[src/rtl/pedestrian_signal_controller.sv]
`default_nettype none
// ============================================================================
// Module   : pedestrian_signal_controller
// Brief    : Pedestrian WALK / flashing DON'T-WALK sequencer slaved to the
//            vehicle light outputs; fails safe on any non-one-hot light pattern.
// Revision : 1.0 - initial release
// ============================================================================
module pedestrian_signal_controller #(
    parameter logic [3:0] WALK_TIME  = 4'd6,
    parameter logic [3:0] FLASH_TIME = 4'd3
) (
    input  logic       clk,
    input  logic       reset,
    input  logic       ped_button,
    input  logic       red_light,
    input  logic       yellow_light,
    input  logic       green_light,
    output logic       walk,
    output logic       dont_walk,
    output logic       flash,
    output logic       ped_wait,
    output logic [3:0] countdown,
    output logic       fault
);

    typedef enum logic [1:0] {
        S_IDLE  = 2'd0,
        S_WALK  = 2'd1,
        S_FLASH = 2'd2,
        S_FAULT = 2'd3
    } state_t;

    localparam logic [3:0] c_WALK_LOAD  = WALK_TIME - 4'd1;
    localparam logic [3:0] c_FLASH_LOAD = FLASH_TIME - 4'd1;
    localparam logic [1:0] c_GUARD_DONE = 2'd2;

    // ------------------------------------------------------------------
    // Input capture
    // ------------------------------------------------------------------
    logic       r_sync1;
    logic       r_sync2;
    logic       r_btn_prev;
    logic       r_red_q;
    logic [1:0] r_guard;

    logic       w_btn_rise;
    logic       w_red_rise;
    logic       w_check_en;
    logic       w_lights_bad;

    always_ff @(posedge clk or negedge reset) begin
        if (!reset) begin
            r_sync1    <= 1'b0;
            r_sync2    <= 1'b0;
            r_btn_prev <= 1'b0;
            r_red_q    <= 1'b0;
            r_guard    <= 2'd0;
        end else begin
            r_sync1    <= ped_button;
            r_sync2    <= r_sync1;
            r_btn_prev <= r_sync2;
            r_red_q    <= red_light;
            if (r_guard != c_GUARD_DONE) begin
                r_guard <= r_guard + 2'd1;
            end
        end
    end

    assign w_btn_rise   = r_sync2 & ~r_btn_prev;
    assign w_red_rise   = red_light & ~r_red_q;
    assign w_check_en   = (r_guard == c_GUARD_DONE);
    assign w_lights_bad = ({red_light, yellow_light, green_light} != 3'b100) &&
                          ({red_light, yellow_light, green_light} != 3'b010) &&
                          ({red_light, yellow_light, green_light} != 3'b001);

    // ------------------------------------------------------------------
    // Sequencer state
    // ------------------------------------------------------------------
    state_t     r_state;
    state_t     w_state_nxt;
    logic [3:0] r_timer;
    logic [3:0] w_timer_nxt;
    logic       r_pending;
    logic       w_pending_nxt;
    logic       r_flash_dw;
    logic       w_flash_dw_nxt;

    always_ff @(posedge clk or negedge reset) begin
        if (!reset) begin
            r_state    <= S_IDLE;
            r_timer    <= 4'd0;
            r_pending  <= 1'b0;
            r_flash_dw <= 1'b1;
        end else begin
            r_state    <= w_state_nxt;
            r_timer    <= w_timer_nxt;
            r_pending  <= w_pending_nxt;
            r_flash_dw <= w_flash_dw_nxt;
        end
    end

    always_comb begin
        w_state_nxt    = r_state;
        w_timer_nxt    = r_timer;
        w_pending_nxt  = r_pending;
        w_flash_dw_nxt = r_flash_dw;

        case (r_state)
            S_IDLE: begin
                if ((r_pending || w_btn_rise) && w_red_rise) begin
                    w_state_nxt   = S_WALK;
                    w_timer_nxt   = c_WALK_LOAD;
                    w_pending_nxt = 1'b0;
                end else if (w_btn_rise) begin
                    w_pending_nxt = 1'b1;
                end
            end

            S_WALK: begin
                // Presses during WALK are already being served and are dropped.
                if (!red_light) begin
                    w_state_nxt   = S_IDLE;
                    w_timer_nxt   = 4'd0;
                    w_pending_nxt = 1'b1;
                end else if (r_timer == 4'd0) begin
                    w_state_nxt    = S_FLASH;
                    w_timer_nxt    = c_FLASH_LOAD;
                    w_flash_dw_nxt = 1'b1;
                end else begin
                    w_timer_nxt = r_timer - 4'd1;
                end
            end

            S_FLASH: begin
                if (!red_light) begin
                    w_state_nxt   = S_IDLE;
                    w_timer_nxt   = 4'd0;
                    w_pending_nxt = 1'b1;
                end else begin
                    if (w_btn_rise) begin
                        w_pending_nxt = 1'b1;
                    end
                    if (r_timer == 4'd0) begin
                        w_state_nxt    = S_IDLE;
                        w_flash_dw_nxt = 1'b1;
                    end else begin
                        w_timer_nxt    = r_timer - 4'd1;
                        w_flash_dw_nxt = ~r_flash_dw;
                    end
                end
            end

            S_FAULT: begin
                w_state_nxt   = S_FAULT;
                w_pending_nxt = 1'b0;
            end

            default: begin
                w_state_nxt = S_FAULT;
            end
        endcase

        // Light-pattern fault wins over every other transition.
        if (w_check_en && w_lights_bad) begin
            w_state_nxt    = S_FAULT;
            w_timer_nxt    = 4'd0;
            w_pending_nxt  = 1'b0;
            w_flash_dw_nxt = 1'b1;
        end
    end

    // ------------------------------------------------------------------
    // Moore output decode
    // ------------------------------------------------------------------
    always_comb begin
        walk      = 1'b0;
        dont_walk = 1'b1;
        flash     = 1'b0;
        countdown = 4'd0;
        fault     = 1'b0;
        ped_wait  = r_pending;

        case (r_state)
            S_WALK: begin
                walk      = 1'b1;
                dont_walk = 1'b0;
                countdown = r_timer;
            end
            S_FLASH: begin
                flash     = 1'b1;
                dont_walk = r_flash_dw;
                countdown = r_timer;
            end
            S_FAULT: begin
                fault    = 1'b1;
                ped_wait = 1'b0;
            end
            default: begin
                dont_walk = 1'b1;
            end
        endcase
    end

endmodule
`default_nettype wire

[config.mk]
export PLATFORM = sky130hd
export DESIGN_NAME = pedestrian_signal_controller
export DESIGN_NICKNAME = d
export VERILOG_FILES = /design/src/rtl/pedestrian_signal_controller.sv
export SDC_FILE = /design/constraint.sdc
export NUM_CORES = 1
export LEC_CHECK = 0
export CAP_MARGIN = 30
export CORE_AREA = 2 2 41 62
export CTS_BUF_LIST = sky130_fd_sc_hd__clkbuf_2 sky130_fd_sc_hd__clkbuf_4 sky130_fd_sc_hd__clkbuf_8
export DETAILED_ROUTE_END_ITERATION = 10
export DIE_AREA = 0 0 43 64
export PLACE_DENSITY = 0.68
export SLEW_MARGIN = 40
export SYNTH_ARGS = -nofsm -noshare
export SYNTH_HDL_FRONTEND = slang
export SYNTH_SLANG_ARGS = --single-unit
export TNS_END_PERCENT = 5
[constraint.sdc]
create_clock -name clk -period 1.7 [get_ports clk]
set_input_delay 0.34 -clock clk [delete_from_list [all_inputs] [get_ports clk]]
set_output_delay 0.34 -clock clk [all_outputs]
set_load 0.02 [all_outputs]
==> results of run 1 <==
state kept, by name, summed over array words and instances, names as in the netlist:
| name | flops |
|---|---|
| r_guard | 2 |
| r_red_q | 1 |
| r_pending | 1 |
| r_sync1 | 1 |
| r_btn_prev | 1 |
| r_flash_dw | 1 |
| r_sync2 | 1 |
| r_state | 2 |
| r_timer | 4 |
metal layers:
layer | global-route usage | vias up | share of wire
met1 | 0.224 | 446 | 0.39
met5 | 0 | - | 0
met3 | 0.0169 | 8 | 0.021
met2 | 0.360 | 16 | 0.56
li1 | - | 433 | -
met4 | 0.110 | 0 | 0.030
timing repair:
| action | CTS | global route |
|---|---|---|
| pin swaps | 2 | 8 |
| resized for setup | 53 | 18 |
| endpoints found under the hold margin | 0 | 0 |
| buffers inserted | 3 | 1 |
| endpoints found under the setup margin | 14 | 15 |
through the flow:
stage | power [µW] | std cells
floorplan | 366 | 97
global placement | 398 | 151
detailed placement | 402 | 151
CTS | 642 | 158
global route | 659 | 159
finish | 643 | 159
critical path, stage by stage, from the launching register on:
cell and delay (ns):
dfrtp_2 0.42, inv_2 0.07, buf_6 0.12, ha_4 0.15
buf_6 0.13, o21ai_4 0.21, buf_6 0.13, nor2_1 0.04
a32oi_1 0.26, a21oi_2 0.09
power by group:
part           leakage [µW]  total (µW)  internal, µW  switching (µW)
sequential         0.000167         340           338            1.95
combinational      0.000430        56.8          26.5            30.3
clock             0.0000210         247           131             116
layout make-up:
| cell class | instances | area (µm²) |
|---|---|---|
| inverters | 7 | 26.3 |
| fillers | 180 | 772 |
| repair buffers | 38 | 317 |
| multi-input cells | 73 | 674 |
| well taps | 23 | 28.8 |
| clock buffers | 4 | 36.3 |
| flip-flops and latches | 14 | 353 |
worst max path at each step:
stage / startpoint / endpoint / slack (ns)
floorplan: r_state[0]$_DFFE_PN0P_ / r_state[0]$_DFFE_PN0P_ / -0.06
global placement: r_state[1]$_DFFE_PN0P_ / countdown[3] / -0.20
detailed placement: red_light / r_state[1]$_DFFE_PN0P_ / -0.23
CTS: r_state[1]$_DFFE_PN0P_ / r_state[0]$_DFFE_PN0P_ / -0.07
global route: r_state[1]$_DFFE_PN0P_ / r_timer[2]$_DFFE_PN0P_ / -0.14
finish: r_state[1]$_DFFE_PN0P_ / r_timer[3]$_DFFE_PN0P_ / -0.05
layout by cell type (no fill, tap or decap), drive strengths merged, types with 3 or more instances in the layout:
cell and count:
nand3 5, o21ai 9, ha 7, a21oi 6
nor3 4, nor2 4, nor2b 3, clkdlybuf4s50 5
buf 33, and2 5, inv 7, dfrtp 13
clkbuf 4
cell families after synthesis:
kind of cell,after synthesis,share of synthesized area
muxes,1,0.0119
and+or+nand+nor,34,0.228
DFF,14,0.371
adders and majority gates,7,0.0923
xor gates and xnor gates,2,0.0185
buffers and inverters,10,0.0488
AOI/OAI and AO/OA,29,0.230
==> flow_summary.ini, run 1 <==
[routing]
drc = 0
wl_per_cell_um = 15.8
firstDrtPassIters = 4
dr.first_iter.drc_count = 12
drt-vias-per-instance = 5.68
vias = 903
drtAntennaViolNets = 0
routed_wl_um = 2510

[synthesis]
synthTopCellsByArea = dfrtp_1 34%, ha_1 9.2%, o21ai_0 3.7%
synth_commonest_cells = 13 x dfrtp_1, 7 x ha_1, 7 x inv_1, 7 x o21ai_0, 6 x a21oi_1
syn_area_um2 = 948
yosys_most_used_dff = dfrtp_1
synth_most_common_cell = dfrtp_1
ys_ff_latch = 14
async_flop_share = 1.00
syn_nets = 110
synth_top_area_cell = dfrtp_1
seq_area_frac_synth = 0.371
ys.warnings.count = 0
yosysTopAreaCellShare = 0.343
synth_edf_count = 0
syn_inst = 97
synth_cell_type_count = 41
synth_area_per_cell_um2 = 9.78

[global_routing]
grt_antenna_before_repair = 0
track_usage = 0.200
grt_pass1_wl_um = 4200
gr-total-overflow = 0
grt_pass1_vias = 966
grt_max_degree = 15

[sta]
post-route-period-util = 1.03
relSlewSlack = 0.761
grt_setup_unrepaired = yes
setup_violations = 9
clock.fmax_ghz = 0.570
tightest_slew_ns = 0.356
clock-skew-final_ns = 0.00121
tns_ns = -0.309
whs_ns = 0.358
final_max_slew_viol_count = 0
final-hold-violation-count = 0
worst_slack_ns = -0.0547
final.min_clock_period_ns = 1.75

[final_layout]
nets = 150
area_growth_pct = 51.3
final_core_util = 0.650
antenna_cells = 0
finish.instance_area_mm2 = 0.00144
drive_above_1_share = 0.493

[placed_design]
gp_congestion = 0.891
placed_area_mm2 = 0.00127
place_ws_ns = -0.233
numPortBuffers = 14
dpl.hpwl_um = 1850

[setup_path]
cp_data_required_time_ns = 1.88
crit_path_max_fanout = 7
crit_type = register to register
r2r-end = r_timer[3]$_DFFE_PN0P_
timing.rr.start = r_state[1]$_DFFE_PN0P_
rr_worst_depth = 9
cp_data_arrival_time_ns = 1.93
cp-end-kind = register
r2r_setup_slack_ns = -0.05
startpoint_type = register

[floorplan]
dieArea_mm2 = 0.00275
die-height_um = 64
rows = 21
die_x_um = 43
core_mm2 = 0.00221
start_util = 0.430
io_pins = 15

[clock_tree]
clkSlewWorstSetupHoldPaths_ns = 0.09
ctsHoldBuffers = 0
cts_buffers = 3
cts_buffer_depth = 2
insertion_delay_ns = 0.29
cts_root_buf = clkbuf_4
h-tree-depth = 1
cts_tree = done
cts_num_sinks = 14

[job]
max_cap_viol_count = 0

[worst_hold_path]
hold_path.class = input port to async pin

[power_and_ir_drop]
power_density_mw_per_mm2 = 448
leakage_uw = 0.000618
vdd_drop_max_mv = 0.398

[status]
status = finished with violations
violations = negative setup slack
Power figures use the tool's default switching activity.
==> run 2: changes to the inputs <==
- PLACE_DENSITY: 0.68 -> 0.66
- clock period: 1.7 -> 2 ns (I/O delays scaled with it)
==> flow_summary.ini, run 2 (synthesis results as in run 1) <==
[setup_path]
cp-end-kind = output port
crit_type = register to output port
cp_data_arrival_time_ns = 1.57
r2r-end = r_state[0]$_DFFE_PN0P_
rr_worst_depth = 8
startpoint_type = register
cp_data_required_time_ns = 1.60
timing.rr.start = r_state[1]$_DFFE_PN0P_
crit_path_max_fanout = 3
r2r_setup_slack_ns = 0.11

[clock_tree]
clkSlewWorstSetupHoldPaths_ns = 0.08
h-tree-depth = 1
cts_buffers = 3
ctsResizeCount = 19
cts_num_sinks = 14
insertion_delay_ns = 0.28
ctsHoldBuffers = 0
cts_root_buf = clkbuf_4
cts_tree = done
cts_buffer_depth = 2
post-cts-setup-buffers = 0

[sta]
tightest_slew_ns = 0.594
final_max_slew_viol_count = 0
setup_violations = 0
post-route-period-util = 0.986
clock.fmax_ghz = 0.507
relSlewSlack = 0.603
grt_setup_unrepaired = yes
final.min_clock_period_ns = 1.97
final-hold-violation-count = 0
clock-skew-final_ns = 0.00184

[worst_hold_path]
hold_depth = 0
whs_endpoint = r_sync2$_DFF_PN0_
hold_path.class = register to register
min_from = r_sync1$_DFF_PN0_

[final_layout]
regMostFlops = r_timer
largest_reg_flops = 4
top_regs = r_timer: 4 flops, r_guard: 2 flops, r_state: 2 flops
nets = 142
final_core_util = 0.580
final_common_cell = buf_4
antenna_cells = 0
final_cell_mix = 16 x buf_4, 13 x dfrtp_1, 7 x inv_1, 7 x o21ai_0
area_growth_pct = 35.1
drive_above_1_share = 0.297

[routing]
vias = 853
drtAntennaViolNets = 0
routed_wl_um = 2110
drc = 0
dr.first_iter.drc_count = 12
wl_per_cell_um = 14.0
firstDrtPassIters = 4
drt-vias-per-instance = 5.65

[floorplan]
die-height_um = 64
dieArea_mm2 = 0.00275
io_pins = 15
core_mm2 = 0.00221
rows = 21
die_x_um = 43
start_util = 0.430

[placed_design]
dpl.hpwl_um = 1630
gp_congestion = 0.836
numPortBuffers = 14

[global_routing]
grtUsageMet1 = 0.206
gr-usage-met3 = 0.0198
grt_pass1_vias = 806
grt_max_degree = 15
grt_antenna_before_repair = 0
track_usage = 0.170
use_met2 = 0.284
top_usage_layer = met2
gr-total-overflow = 0
grt_pass1_wl_um = 3540

[status]
status = finished, final reports clean

[power_and_ir_drop]
power_uw = 536
vdd_drop_max_mv = 0.380
leakage_uw = 0.000557
power_density_mw_per_mm2 = 419

[job]
max_cap_viol_count = 0
[run 2: changes by cell type in the layout (fill, tap and decap cells not counted), sizes merged]
cell	before	now
clkdlybuf4s15	0	4
clkbuf	4	5
buf	33	17
dlygate4sd2	0	1
dlymetal6s2s	0	2
[run 2: where the power goes]
group          internal [µW]  switching (µW)
combinational           23.3            24.4
clock                    111            89.2
sequential               287            1.73
total                    421             115
[run 2: per-layer routing]
metal  vias up  wire (µm)
li1        422          -
met5         -          0
met2        15       1130
met1       410        889
met4         0         51
met3         6         42
[run 2: layout make-up]
class	instances	area (µm²)
clock buffer	4	36.3
multi-input combinational	73	579
inverter	7	26.3
timing repair buffer	30	259
sequential	14	352
fill	215	926
tap	23	28.8
[run 2: worst max path at each step]
stage / startpoint / end / cells past startpoint
after floorplan: r_state[0]$_DFFE_PN0P_ / r_state[0]$_DFFE_PN0P_ / 7
after global placement: r_state[1]$_DFFE_PN0P_ / countdown[3] / 4
after detailed placement: r_state[1]$_DFFE_PN0P_ / countdown[3] / 4
after CTS: r_state[1]$_DFFE_PN0P_ / countdown[3] / 4
after global routing: r_state[1]$_DFFE_PN0P_ / dont_walk / 6
final: r_state[1]$_DFFE_PN0P_ / dont_walk / 6
[run 2: stage by stage]
step / setup TNS (ns) / instances / hold slack, ns / cell area, µm² / setup slack, ns
detailed placement: -0.208 / 147 / 0.338 / 1220 / -0.0593
global placement: -0.0668 / 147 / 0.350 / 1220 / -0.0367
CTS: -0.00107 / 151 / 0.365 / 1260 / -0.00107
global route: -0.0625 / 151 / 0.390 / 1280 / -0.0625
floorplan: 0 / 97 / 0.104 / 948 / 0.110
finish: 0 / 151 / 0.363 / 1280 / 0.0286
[run 2: critical path: stages (launching register included)]
cell and delay [ns]:
dfrtp_1 0.40, inv_1 0.10, buf_4 0.15, ha_1 0.19
nor2_1 0.12, a21o_1 0.10, clkdlybuf4s15_2 0.25
